**config.mk**
```make
export PLATFORM = sky130hd
export DESIGN_NAME = obi_mem_arbiter_flat
export DESIGN_NICKNAME = d
export VERILOG_FILES = /design/src/rtl/obi_mem_arbiter_if.sv /design/src/rtl/obi_mem_arbiter.sv /design/src/flat_wrapper.sv
export SDC_FILE = /design/constraint.sdc
export NUM_CORES = 1
export LEC_CHECK = 0
export BUFFER_PORTS_ARGS = -buffer_cell sky130_fd_sc_hd__buf_2
export CORE_AREA = 8 8 111 113
export DETAILED_ROUTE_END_ITERATION = 8
export DIE_AREA = 0 0 119 121
export PLACE_DENSITY = 0.67
export SLEW_MARGIN = 10
export SYNTH_ARGS = -nofsm -noshare
export SYNTH_HDL_FRONTEND = slang
export SYNTH_SLANG_ARGS = --single-unit
```
**constraint.sdc**
```tcl
create_clock -name CLK -period 4.3 [get_ports CLK]
set_input_delay 0.43 -clock CLK [delete_from_list [all_inputs] [get_ports CLK]]
set_output_delay 0.43 -clock CLK [all_outputs]
set_load 0.01 [all_outputs]
```
**src/rtl/obi_mem_arbiter_if.sv**
```systemverilog
// OBI-style request/response bundle shared by the masters and the memory port.
interface obi_mem_arbiter_if;
    localparam int unsigned DATA_W = 32;

    logic              proc_req;
    logic              we;
    logic [DATA_W-1:0] addr;
    logic [DATA_W-1:0] wdata;
    logic              mem_rdy;
    logic [DATA_W-1:0] rdata;
    logic              valid;

    // Request issuer: drives the request, receives grant and response
    modport master (
        output proc_req, we, addr, wdata,
        input  mem_rdy, rdata, valid
    );

    // Request receiver: samples the request, returns grant and response
    modport slave (
        input  proc_req, we, addr, wdata,
        output mem_rdy, rdata, valid
    );
endinterface

```
**src/rtl/obi_mem_arbiter.sv**
```systemverilog
// Two-to-one arbiter for a shared OBI-style memory port. Master 0 is the
// instruction fetcher, master 1 the load/store unit. Requests are forwarded
// combinationally; an in-order ID FIFO routes each response back to the
// master that issued the matching request.
module obi_mem_arbiter #(
    parameter int unsigned MAX_OUTSTANDING = 2,
    parameter int unsigned PRIO_MODE       = 0
) (
    input  logic               CLK,
    input  logic               RST,
    obi_mem_arbiter_if.slave   m0,
    obi_mem_arbiter_if.slave   m1,
    obi_mem_arbiter_if.master  mem,
    output logic               err
);
    localparam int unsigned CNT_W = $clog2(MAX_OUTSTANDING + 1);
    localparam int unsigned PTR_W = (MAX_OUTSTANDING > 1) ? $clog2(MAX_OUTSTANDING) : 1;
    localparam int unsigned DEPTH = 2 ** PTR_W;

    localparam logic [CNT_W-1:0] CNT_MAX  = CNT_W'(MAX_OUTSTANDING);
    localparam logic [PTR_W-1:0] PTR_LAST = PTR_W'(MAX_OUTSTANDING - 1);

    logic [CNT_W-1:0] cnt;
    logic [DEPTH-1:0] id_fifo;
    logic [PTR_W-1:0] wr_ptr;
    logic [PTR_W-1:0] rd_ptr;
    logic             lock;
    logic             lock_id;
    logic             rr_last;

    logic             gnt_vld;
    logic             gnt_id;
    logic             full;
    logic             accept;
    logic             pop;
    logic             head_id;

    // Pointer advance with wrap at the configured depth (not the power of two)
    function automatic logic [PTR_W-1:0] ptr_inc(input logic [PTR_W-1:0] p);
        return (p == PTR_LAST) ? '0 : p + PTR_W'(1);
    endfunction

    // Grant selection: a stalled request keeps the port, otherwise arbitrate
    always_comb begin
        gnt_vld = 1'b0;
        gnt_id  = 1'b0;
        if (lock) begin
            gnt_vld = 1'b1;
            gnt_id  = lock_id;
        end else if (m0.proc_req && m1.proc_req) begin
            gnt_vld = 1'b1;
            gnt_id  = (PRIO_MODE == 1) ? 1'b1 : ~rr_last;
        end else if (m1.proc_req) begin
            gnt_vld = 1'b1;
            gnt_id  = 1'b1;
        end else if (m0.proc_req) begin
            gnt_vld = 1'b1;
            gnt_id  = 1'b0;
        end
    end

    assign full    = (cnt == CNT_MAX);
    assign head_id = id_fifo[rd_ptr];

    // Request path: forward the granted master, blocked while full or in reset
    always_comb begin
        mem.proc_req = 1'b0;
        mem.we       = 1'b0;
        mem.addr     = '0;
        mem.wdata    = '0;
        if (gnt_vld) begin
            mem.proc_req = (gnt_id ? m1.proc_req : m0.proc_req) & ~full & ~RST;
            mem.we       = gnt_id ? m1.we    : m0.we;
            mem.addr     = gnt_id ? m1.addr  : m0.addr;
            mem.wdata    = gnt_id ? m1.wdata : m0.wdata;
        end
    end

    assign accept = mem.proc_req & mem.mem_rdy;
    assign pop    = mem.valid & (cnt != '0) & ~RST;

    // Grant path back to the masters: only the granted one sees mem_rdy
    always_comb begin
        m0.mem_rdy = 1'b0;
        m1.mem_rdy = 1'b0;
        if (gnt_vld && !full && !RST) begin
            m0.mem_rdy = ~gnt_id & mem.mem_rdy;
            m1.mem_rdy =  gnt_id & mem.mem_rdy;
        end
    end

    // Response path: data broadcast, valid steered by the FIFO head
    assign m0.rdata = mem.rdata;
    assign m1.rdata = mem.rdata;
    assign m0.valid = pop & ~head_id;
    assign m1.valid = pop &  head_id;

    // ID FIFO storage and pointers
    always_ff @(posedge CLK) begin
        if (RST) begin
            id_fifo <= '0;
            wr_ptr  <= '0;
            rd_ptr  <= '0;
        end else begin
            if (accept) begin
                id_fifo[wr_ptr] <= gnt_id;
                wr_ptr          <= ptr_inc(wr_ptr);
            end
            if (pop) begin
                rd_ptr <= ptr_inc(rd_ptr);
            end
        end
    end

    // Outstanding transaction count; a simultaneous push and pop cancel
    always_ff @(posedge CLK) begin
        if (RST) begin
            cnt <= '0;
        end else begin
            case ({accept, pop})
                2'b10:   cnt <= cnt + CNT_W'(1);
                2'b01:   cnt <= cnt - CNT_W'(1);
                default: cnt <= cnt;
            endcase
        end
    end

    // Arbitration history and request lock while memory stalls
    always_ff @(posedge CLK) begin
        if (RST) begin
            rr_last <= 1'b1;
            lock    <= 1'b0;
            lock_id <= 1'b0;
        end else begin
            if (accept) begin
                rr_last <= gnt_id;
                lock    <= 1'b0;
            end else if (mem.proc_req) begin
                lock    <= 1'b1;
                lock_id <= gnt_id;
            end
        end
    end

    // Sticky flag for a response with nothing outstanding
    always_ff @(posedge CLK) begin
        if (RST) begin
            err <= 1'b0;
        end else if (mem.valid && (cnt == '0)) begin
            err <= 1'b1;
        end
    end
endmodule
```
**src/flat_wrapper.sv**
```systemverilog
// flat-port wrapper written by rule: the top's interface ports become plain ports
module obi_mem_arbiter_flat 
#(
    parameter int unsigned MAX_OUTSTANDING = 2,
    parameter int unsigned PRIO_MODE       = 0
)
  (CLK, RST, err, m0_proc_req, m0_we, m0_addr, m0_wdata, m0_mem_rdy, m0_rdata, m0_valid, m1_proc_req, m1_we, m1_addr, m1_wdata, m1_mem_rdy, m1_rdata, m1_valid, mem_proc_req, mem_we, mem_addr, mem_wdata, mem_mem_rdy, mem_rdata, mem_valid);
  obi_mem_arbiter_if m0_i ();
  obi_mem_arbiter_if m1_i ();
  obi_mem_arbiter_if mem_i ();
  input  logic CLK;
  input  logic RST;
  output logic err;
  input wire logic [$bits(m0_i.proc_req)-1:0] m0_proc_req;
  input wire logic [$bits(m0_i.we)-1:0] m0_we;
  input wire logic [$bits(m0_i.addr)-1:0] m0_addr;
  input wire logic [$bits(m0_i.wdata)-1:0] m0_wdata;
  output wire logic [$bits(m0_i.mem_rdy)-1:0] m0_mem_rdy;
  output wire logic [$bits(m0_i.rdata)-1:0] m0_rdata;
  output wire logic [$bits(m0_i.valid)-1:0] m0_valid;
  input wire logic [$bits(m1_i.proc_req)-1:0] m1_proc_req;
  input wire logic [$bits(m1_i.we)-1:0] m1_we;
  input wire logic [$bits(m1_i.addr)-1:0] m1_addr;
  input wire logic [$bits(m1_i.wdata)-1:0] m1_wdata;
  output wire logic [$bits(m1_i.mem_rdy)-1:0] m1_mem_rdy;
  output wire logic [$bits(m1_i.rdata)-1:0] m1_rdata;
  output wire logic [$bits(m1_i.valid)-1:0] m1_valid;
  output wire logic [$bits(mem_i.proc_req)-1:0] mem_proc_req;
  output wire logic [$bits(mem_i.we)-1:0] mem_we;
  output wire logic [$bits(mem_i.addr)-1:0] mem_addr;
  output wire logic [$bits(mem_i.wdata)-1:0] mem_wdata;
  input wire logic [$bits(mem_i.mem_rdy)-1:0] mem_mem_rdy;
  input wire logic [$bits(mem_i.rdata)-1:0] mem_rdata;
  input wire logic [$bits(mem_i.valid)-1:0] mem_valid;
  assign m0_i.proc_req = m0_proc_req;
  assign m0_i.we = m0_we;
  assign m0_i.addr = m0_addr;
  assign m0_i.wdata = m0_wdata;
  assign m0_mem_rdy = m0_i.mem_rdy;
  assign m0_rdata = m0_i.rdata;
  assign m0_valid = m0_i.valid;
  assign m1_i.proc_req = m1_proc_req;
  assign m1_i.we = m1_we;
  assign m1_i.addr = m1_addr;
  assign m1_i.wdata = m1_wdata;
  assign m1_mem_rdy = m1_i.mem_rdy;
  assign m1_rdata = m1_i.rdata;
  assign m1_valid = m1_i.valid;
  assign mem_proc_req = mem_i.proc_req;
  assign mem_we = mem_i.we;
  assign mem_addr = mem_i.addr;
  assign mem_wdata = mem_i.wdata;
  assign mem_i.mem_rdy = mem_mem_rdy;
  assign mem_i.rdata = mem_rdata;
  assign mem_i.valid = mem_valid;
  obi_mem_arbiter #(.MAX_OUTSTANDING(MAX_OUTSTANDING), .PRIO_MODE(PRIO_MODE)) u_core (.CLK(CLK), .RST(RST), .m0(m0_i), .m1(m1_i), .mem(mem_i), .err(err));
endmodule
```
**Word level (Yosys, flattened, before mapping)**

Cells that the tools add are included.

- Multiplexer cells: 25
- Bitwise gates (word level): 15
- Eq/ne operators: 3
- Add/sub/neg operators: 4
- Reductions and logical operators: 12
- Magnitude comparators: 3

Operators with widths:

| operator | count |
|---|---|
| 32-bit 2-to-1 mux | 4 |
| 1-bit 2-to-1 mux | 18 |
| 1-bit AND | 9 |
| 1-bit NOT | 6 |
| 1-bit logical AND | 5 |
| 2-bit == test (second input constant) | 2 |
| 1-bit by 2-bit less-than comparator with 1-bit output (second input constant) | 2 |
| 2-bit case mux with 2 select lines | 1 |
| 2-bit nonzero test | 2 |
| 1-bit adder (second input constant) | 2 |
| 2-bit by 1-bit adder with 2-bit output (second input constant) | 1 |
| 2-bit bitwise mux | 1 |
| 2-bit by 1-bit == test with 1-bit output (second input constant) | 1 |
| 1-bit logical NOT | 2 |
| 2-bit logical NOT | 1 |
| 2-bit AND reduction | 1 |
| 2-bit OR reduction | 1 |
| 2-bit by 1-bit subtractor with 2-bit output (second input constant) | 1 |
| 1-bit demux with 1-bit select | 1 |
| 1-bit greater-or-equal comparator (second input constant) | 1 |

- Bits in registers: 10
- Output and inout port bits: 135
- Input port bits: 168

**Longest topological paths before layout**

Gate-level depths: netlist of the first run.

- Depth after elaboration: 10
- Gate-level depth with buffers: 7
- Depth with buffers taken out: 7

**Worst setup path before layout of the first run**

Ideal clock, no wire load.

- Path kind: input to register
- Start point: in m1_proc_req
- End point: reg u_core.cnt[1]
- Setup slack: 2220 ps
- Setup time: 71 ps
- Buffers on the path: 0
- Stages on the path: 6
- Data required time: 4229 ps
- Arrival time: 2009 ps
- Cells stage by stage: mux2i_1 -> a2111oi_4 -> nand2_1 -> ha_1 -> or3_1 -> a21oi_1

- Cells in the longest elaborated chain, start to end: 10

RTL lines:

| element | line | RTL |
|---|---|---|
| start: declaration | flat_wrapper.sv:21 | `input wire logic [$bits(m1_i.proc_req)-1:0] m1_proc_req;` |
| 1-bit 2-to-1 mux or 1-bit logical AND (tied branches) | obi_mem_arbiter.sv:53, obi_mem_arbiter.sv:50 |  |
| 1-bit 2-to-1 mux | obi_mem_arbiter.sv:50 | `end else if (m0.proc_req && m1.proc_req) begin` |
| 1-bit 2-to-1 mux | obi_mem_arbiter.sv:47 | `if (lock) begin` |
| 1-bit 2-to-1 mux | obi_mem_arbiter.sv:72 | `mem.proc_req = (gnt_id ? m1.proc_req : m0.proc_req) & ~full & ~RST;` |
| 1-bit AND (2 in a row) | obi_mem_arbiter.sv:72 |  |
| 1-bit 2-to-1 mux * | obi_mem_arbiter.sv:71 | `if (gnt_vld) begin` |
| net mem_proc_req | flat_wrapper.sv:28 | `output wire logic [$bits(mem_i.proc_req)-1:0] mem_proc_req;` |
| 1-bit AND * | obi_mem_arbiter.sv:79 | `assign accept = mem.proc_req & mem.mem_rdy;` |
| 2-bit by 1-bit == test with 1-bit output or 2-bit == test (tied branches) | obi_mem_arbiter.sv:120 | `case ({accept, pop})` |
| 2-bit case mux with 2 select lines or 2-bit nonzero test (tied branches) | - |  |
| end signal: assignment | obi_mem_arbiter.sv:121 | `2'b10: cnt <= cnt + CNT_W'(1);` |
| end signal: assignment | obi_mem_arbiter.sv:122 | `2'b01: cnt <= cnt - CNT_W'(1);` |
| end signal: assignment | obi_mem_arbiter.sv:123 | `default: cnt <= cnt;` |
| end: declaration | obi_mem_arbiter.sv:23 | `logic [CNT_W-1:0] cnt;` |

The timed path passes the listed nets; every way through them passes the cells marked *.
A chain may end at the register's enable or synchronous reset.

**Final worst setup path of the first run**

- Start point: reg u_core.lock
- End point: out mem_wdata[31]

- Cells in the longest elaborated chain, start to end: 3

RTL lines:

| element | line | RTL |
|---|---|---|
| start: declaration | obi_mem_arbiter.sv:27 | `logic lock;` |
| start signal: assignment | obi_mem_arbiter.sv:132 | `lock <= 1'b0;` |
| start signal: assignment | obi_mem_arbiter.sv:137 | `lock <= 1'b0;` |
| start signal: assignment | obi_mem_arbiter.sv:139 | `lock <= 1'b1;` |
| 1-bit 2-to-1 mux | obi_mem_arbiter.sv:47 |  |
| 32-bit 2-to-1 mux | obi_mem_arbiter.sv:75 | `mem.wdata = gnt_id ? m1.wdata : m0.wdata;` |
| 32-bit 2-to-1 mux * | obi_mem_arbiter.sv:71 |  |
| end: declaration | flat_wrapper.sv:31 | `output wire logic [$bits(mem_i.wdata)-1:0] mem_wdata;` |

Every way passes the cells marked *; elsewhere a longest branch is shown, timed or not.

==> impl_metrics.json, run 1 <==
{
  "finalNetCount": 643,
  "grt_pass1_vias": 2509,
  "die-area_um2": 14400,
  "cts.sinks": 10,
  "hold_violations": 0,
  "reg2reg_from": "u_core.lock_id",
  "setup_tns_ps": 0,
  "wl_per_cell_um": 13.6,
  "synth_compound_area_share_pct": 23.8,
  "ys_types": 30,
  "reg2reg_slack_ps": 2110,
  "grt_max_degree": 40,
  "p_leak_nw": 1.49,
  "holdBufCountCts": 0,
  "post-route-period-util_pct": 65.2,
  "drc_errors": 0,
  "area_delta_synth_final_pct": 38.2,
  "max_freq_mhz": 357,
  "worstSetupEndpointType": "primary output",
  "status": "finished clean",
  "cp_data_arrival_time_ps": 2370,
  "finalSetupViolCount": 0,
  "drt_iter0_drc": 124,
  "cp.required_ps": 3870,
  "skew_ps": 2.01,
  "criticalPathCategory": "reg2out",
  "ios": 303,
  "crit_fanout": 39,
  "cts-root-buf": "clkbuf_8",
  "avgViaCountPerCell": 4.27,
  "dpl.hpwl_um": 6870,
  "grtUsageTotal_pct": 10.2,
  "startpoint_type": "flip-flop",
  "fin_crit_ps": 2800,
  "hold_path.class": "in2reg",
  "insertion_delay_ps": 230,
  "cts_max_level": 1,
  "yosys-mux-area-fraction_pct": 1.04,
  "core-area_um2": 10600,
  "row_count": 38,
  "synth.top_cells.by_area": "nand2_1, buf_4, a21oi_1",
  "ys_seq_area_share_pct": 10.4,
  "tightest_slew_ps": 833,
  "rr_endpoint": "u_core.cnt[1]",
  "synthCells": 344,
  "yosys.area_share.adder_pct": 0.651,
  "rsz0062_at_grt": "no",
  "fillers": 1258,
  "grt_antenna_before_repair": 0,
  "antenna_cells": 0,
  "synth_seq_cells": 10,
  "vias": 2615,
  "yosys.area.top_type_share_pct": 26.4,
  "synth_xor_area_share_pct": 1.37,
  "power_density_nw_per_um2": 205,
  "whs_ps": 446,
  "portBuffers": 206,
  "post_cts_resized": 0,
  "utilization_pct": 25.1,
  "min_path_cells": 3,
  "drt_wl_total_um": 8290,
  "syn_avg_cell_area_um2": 5.59,
  "cts_setup_buffers": 0,
  "die_w_um": 119,
  "clock_path_buffers": 2,
  "peakVddDrop_mv": 0.180,
  "yosysWarningCount": 0,
  "worstHoldEndpoint": "u_core.err",
  "yosys.area_share.simple_pct": 32.6,
  "die_y_um": 121,
  "drv_cap": 0,
  "place_congestion": 0.766,
  "syn-num-nets": 513,
  "hold_start": "mem_valid",
  "cts_tree": "yes",
  "layout_setup_ws_ps": 1500,
  "synth_top_family_by_area": "simple AND/OR/NAND/NOR gates",
  "reg2reg_depth": 6,
  "slew_violations": 0,
  "grt_remaining_overflow": 0,
  "ant_nets": 0,
  "dp_slack_ps": 1450,
  "yosysTopAreaCell": "nand2_1",
  "cts_buffers": 3,
  "drive_gt1_share_pct": 46.4,
  "start_util_pct": 18.1,
  "firstDrtPassIters": 4,
  "clk_pin_slew_worst_paths_ps": 50,
  "grt_pass1_wl_um": 12600,
  "syn-cell-area_um2": 1920,
  "max_slew_margin_pct": 44.4
}
-- cell usage after synthesis, drive strengths merged --
cell       n
nor2b      4
ha         1
a211o      2
nor3       4
nand2    135
a21oi     69
nand4      1
a311oi     2
o21ai      3
buf       73
xor2       2
a22o       1
dfxtp     10
xnor2      1
nand2b     2
nor2       7
nand3      1
and2       1
o21a       1
nor4       1
inv        3
clkbuf    13
a2111oi    1
a21boi     1
mux2i      2
or3        2
a221oi     1
-- sequential cells by signal (all words and copies together), names as in the netlist --
name,flops
u_core.cnt,2
u_core.err,1
u_core.id_fifo,2
u_core.lock,1
u_core.lock_id,1
u_core.rd_ptr,1
u_core.rr_last,1
u_core.wr_ptr,1
-- per-stage QoR --
step / area (µm²) / power (mW) / std cells
5_1_grt: 2660 / 0.588 / 612
2_1_floorplan: 1920 / 0.353 / 344
6_report: 2660 / 0.546 / 612
3_5_place_dp: 2620 / 0.457 / 609
4_1_cts: 2660 / 0.555 / 612
3_3_place_gp: 2620 / 0.455 / 609
-- cells in the final DEF (no fill, tap or decap) --
cell / count
buf_2: 206
nand2_1: 135
a21oi_1: 69
dfxtp_1: 10
nor2_1: 7
buf_4: 5
nor2b_1: 4
o21ai_0: 3
nor3_1: 3
inv_1: 3
clkbuf_8: 3
mux2i_1: 2
nand2b_1: 2
a311oi_1: 2
or3_1: 2
xor2_1: 2
a2111oi_4: 1
a21boi_4: 1
a22o_2: 1
nor3_2: 1
and2_1: 1
nor4_1: 1
o21a_1: 1
a221oi_1: 1
xnor2_1: 1
nand3_1: 1
a211o_2: 1
nand4_1: 1
a211o_1: 1
ha_1: 1
-- kinds of logic (layout without fill, tap and decap cells) --
kind of cell | after synthesis | count (layout)
and+or+nand+nor | 158 | 158
buffers and inverters | 89 | 217
AOI/OAI and AO/OA | 81 | 81
DFF | 10 | 10
xor gates and xnor gates | 3 | 3
muxes | 2 | 2
adders and majority gates | 1 | 1
-- per-layer routing --
layer | track usage [%] | wire, µm | up-vias
li1 | - | - | 1310
met1 | 11.1 | 3160 | 1092
met2 | 16.4 | 3810 | 181
met3 | 5.77 | 1090 | 32
met4 | 3.56 | 227 | 0
met5 | 0 | 0 | -
-- area by class of cell --
type                            count  area [µm²]  area share [%]
Tap cell                          140         175            6.59
Multi-Input combinational cell    245        1160            43.7
Sequential cell                    10         200            7.54
Timing Repair Buffer              211        1070            40.2
Clock buffer                        3        41.3            1.55
Inverter                            3        11.3           0.424
-- power by group --
group          leakage (nW)  total [mW]  internal (mW)  switching [mW]
clock network        0.0216      0.0953         0.0611          0.0342
logic                  1.39       0.340          0.151           0.189
registers            0.0821       0.110          0.102         0.00892
-- how the worst max path moves through the flow --
stage,from,end,cells past startpoint
2_1_floorplan,m1_proc_req,u_core.cnt[1],6
3_5_place_dp,m1_proc_req,mem_wdata[31],7
6_report,u_core.lock,mem_wdata[31],6
3_3_place_gp,m1_proc_req,mem_wdata[31],7
5_1_grt,u_core.lock,mem_wdata[31],6
4_1_cts,u_core.lock,mem_wdata[31],6
-- critical path, stage by stage (launching register included) --
cell	delay, ps
dfxtp_1	370
nor2b_1	260
a22o_2	530
buf_4	450
nand2_1	120
a21oi_1	200
buf_2	180
Power figures use the tool's default switching activity.
==> inputs of run 2 (changes only) <==
Settings changed: CORE_AREA 8 8 111 113 to 8 8 113 115, DIE_AREA 0 0 119 121 to 0 0 121 123, PLACE_DENSITY 0.67 to 0.65.
Clock period 4.3 ns to 2.78 ns, I/O delays scaled along.
==> run 2 against run 1 <==
  * Register-to-register slack got worse by 1400 ps
  * First-iteration DRC count down 28%
  * Routed wire length rose by 11%
  * Total power is 82% higher
  * Worst setup slack got worse by 900 ps
  * Sequential share of layout area decreased by 0.18 points
  * Critical path type unchanged
  * Die area rose by 3.4%
  * Highest routed layer unchanged
  * Cell count grew 0.98%
  * Worst hold slack worse by 150 ps
==> impl_metrics.json, run 2 (synthesized netlist as in run 1, its figures left out) <==
{
  "cp.required_ps": 2500,
  "drc_errors": 0,
  "status": "finished clean",
  "avgViaCountPerCell": 4.15,
  "max_slew_margin_pct": 72.5,
  "row_count": 39,
  "insertion_delay_ps": 240,
  "grt_max_degree": 41,
  "holdBufCountCts": 0,
  "place_congestion": 0.765,
  "vias": 2565,
  "cp_data_arrival_time_ps": 1910,
  "hold_path.class": "in2reg",
  "grt_antenna_before_repair": 0,
  "hold_violations": 0,
  "seqPwrFrac_pct": 17.2,
  "grt_remaining_overflow": 0,
  "max_freq_mhz": 457,
  "rsz0062_at_grt": "no",
  "grtUsageTotal_pct": 10.8,
  "startpoint_type": "flip-flop",
  "p_int_mw": 0.610,
  "die-area_um2": 14900,
  "drive_gt1_share_pct": 46.7,
  "die_y_um": 123,
  "clkPwrFrac_pct": 29.0,
  "cts_buffers": 3,
  "die_w_um": 121,
  "p_comb_share_pct": 53.8,
  "dpl.hpwl_um": 7810,
  "grt_pass1_wl_um": 13000,
  "core-area_um2": 11100,
  "clock_path_buffers": 2,
  "ant_nets": 0,
  "power_density_nw_per_um2": 364,
  "cts_tree": "yes",
  "crit_fanout": 39,
  "cts_setup_buffers": 0,
  "worstSetupEndpointType": "primary output",
  "firstDrtPassIters": 4,
  "clk_pin_slew_worst_paths_ps": 40,
  "biggestRegsByFlops": "u_core.cnt x2, u_core.id_fifo x2",
  "post_cts_resized": 0,
  "start_util_pct": 17.4,
  "drv_cap": 0,
  "finalNetCount": 645,
  "p_sw_mw": 0.382,
  "post-route-period-util_pct": 78.6,
  "peakVddDrop_mv": 0.368,
  "grt_pass1_vias": 2438,
  "cts-root-buf": "clkbuf_16",
  "p_leak_nw": 1.52,
  "cts_max_level": 1,
  "tightest_slew_ps": 413,
  "ios": 303,
  "criticalPathCategory": "reg2out",
  "finalSetupViolCount": 0,
  "final_cell_mix": "buf_2, nand2_1, a21oi_1",
  "final_common_cell": "buf_2",
  "antenna_cells": 0,
  "cts.sinks": 10,
  "drt_wl_total_um": 9240,
  "area_delta_synth_final_pct": 41.7,
  "drt_iter0_drc": 89,
  "netSwitchingFraction_pct": 38.5,
  "slew_violations": 0,
  "wl_per_cell_um": 15.0,
  "setup_tns_ps": 0,
  "fin_crit_ps": 2190,
  "utilization_pct": 24.6,
  "skew_ps": 3.63,
  "portBuffers": 206
}
run 2: cell count changes in the layout (fill, tap and decap cells not counted), sizes merged:
cell and delta:
clkbuf +1, buf +2
run 2: path summary, 6_finish.rpt:
kind / from / endpoint / slack (ps) / cells past startpoint
setup reg to reg: u_core.lock_id / u_core.cnt[1] / 750 / 7
hold / removal: mem_valid / u_core.err / 290 / 3
setup / recovery: u_core.lock / mem_wdata[11] / 590 / 6
hold reg to reg: u_core.err / u_core.err / 480 / 2
run 2: final cells by class:
class | instances | area [µm²]
fillers | 1273 | 8350
multi-input cells | 245 | 1160
repair buffers | 213 | 1080
flip-flops and latches | 10 | 200
well taps | 143 | 179
clock buffers | 4 | 88.8
inverters | 3 | 11.3
run 2: power by group through the flow:
stage,sequential [mW],combinational (mW),clock [mW]
after global routing,0.172,0.597,0.299
after global placement,0.172,0.544,0
after floorplan,0.170,0.376,0
after detailed placement,0.172,0.542,0
final,0.170,0.534,0.288
after CTS,0.170,0.544,0.294
run 2: worst max-delay path, cell delays in order, from the launching register on:
cell and delay [ps]:
dfxtp_1 370, nor2b_1 250, a22o_2 190, buf_4 350
nand2_1 90, a21oi_1 210, buf_2 180
run 2: routing by layer:
layer	vias to the layer above	part of all wire (%)	wire, µm	GRT usage (%)
li1	1315	-	-	-
met1	1035	36	3280	11.5
met2	202	47	4390	18.5
met3	13	16	1490	6.35
met4	0	0.94	87	1.64
met5	-	0	0	0
run 2: metrics by stage:
stage / std cells / hold slack [ps] / area [µm²] / total power [mW] / worst slack, ps
4_1_cts: 618 / 299 / 2720 / 1.01 / 597
3_3_place_gp: 614 / 452 / 2630 / 0.715 / 760
2_1_floorplan: 344 / 390 / 1920 / 0.546 / 727
6_report: 618 / 294 / 2720 / 0.992 / 594
5_1_grt: 618 / 339 / 2720 / 1.07 / 428
3_5_place_dp: 614 / 462 / 2630 / 0.714 / 767
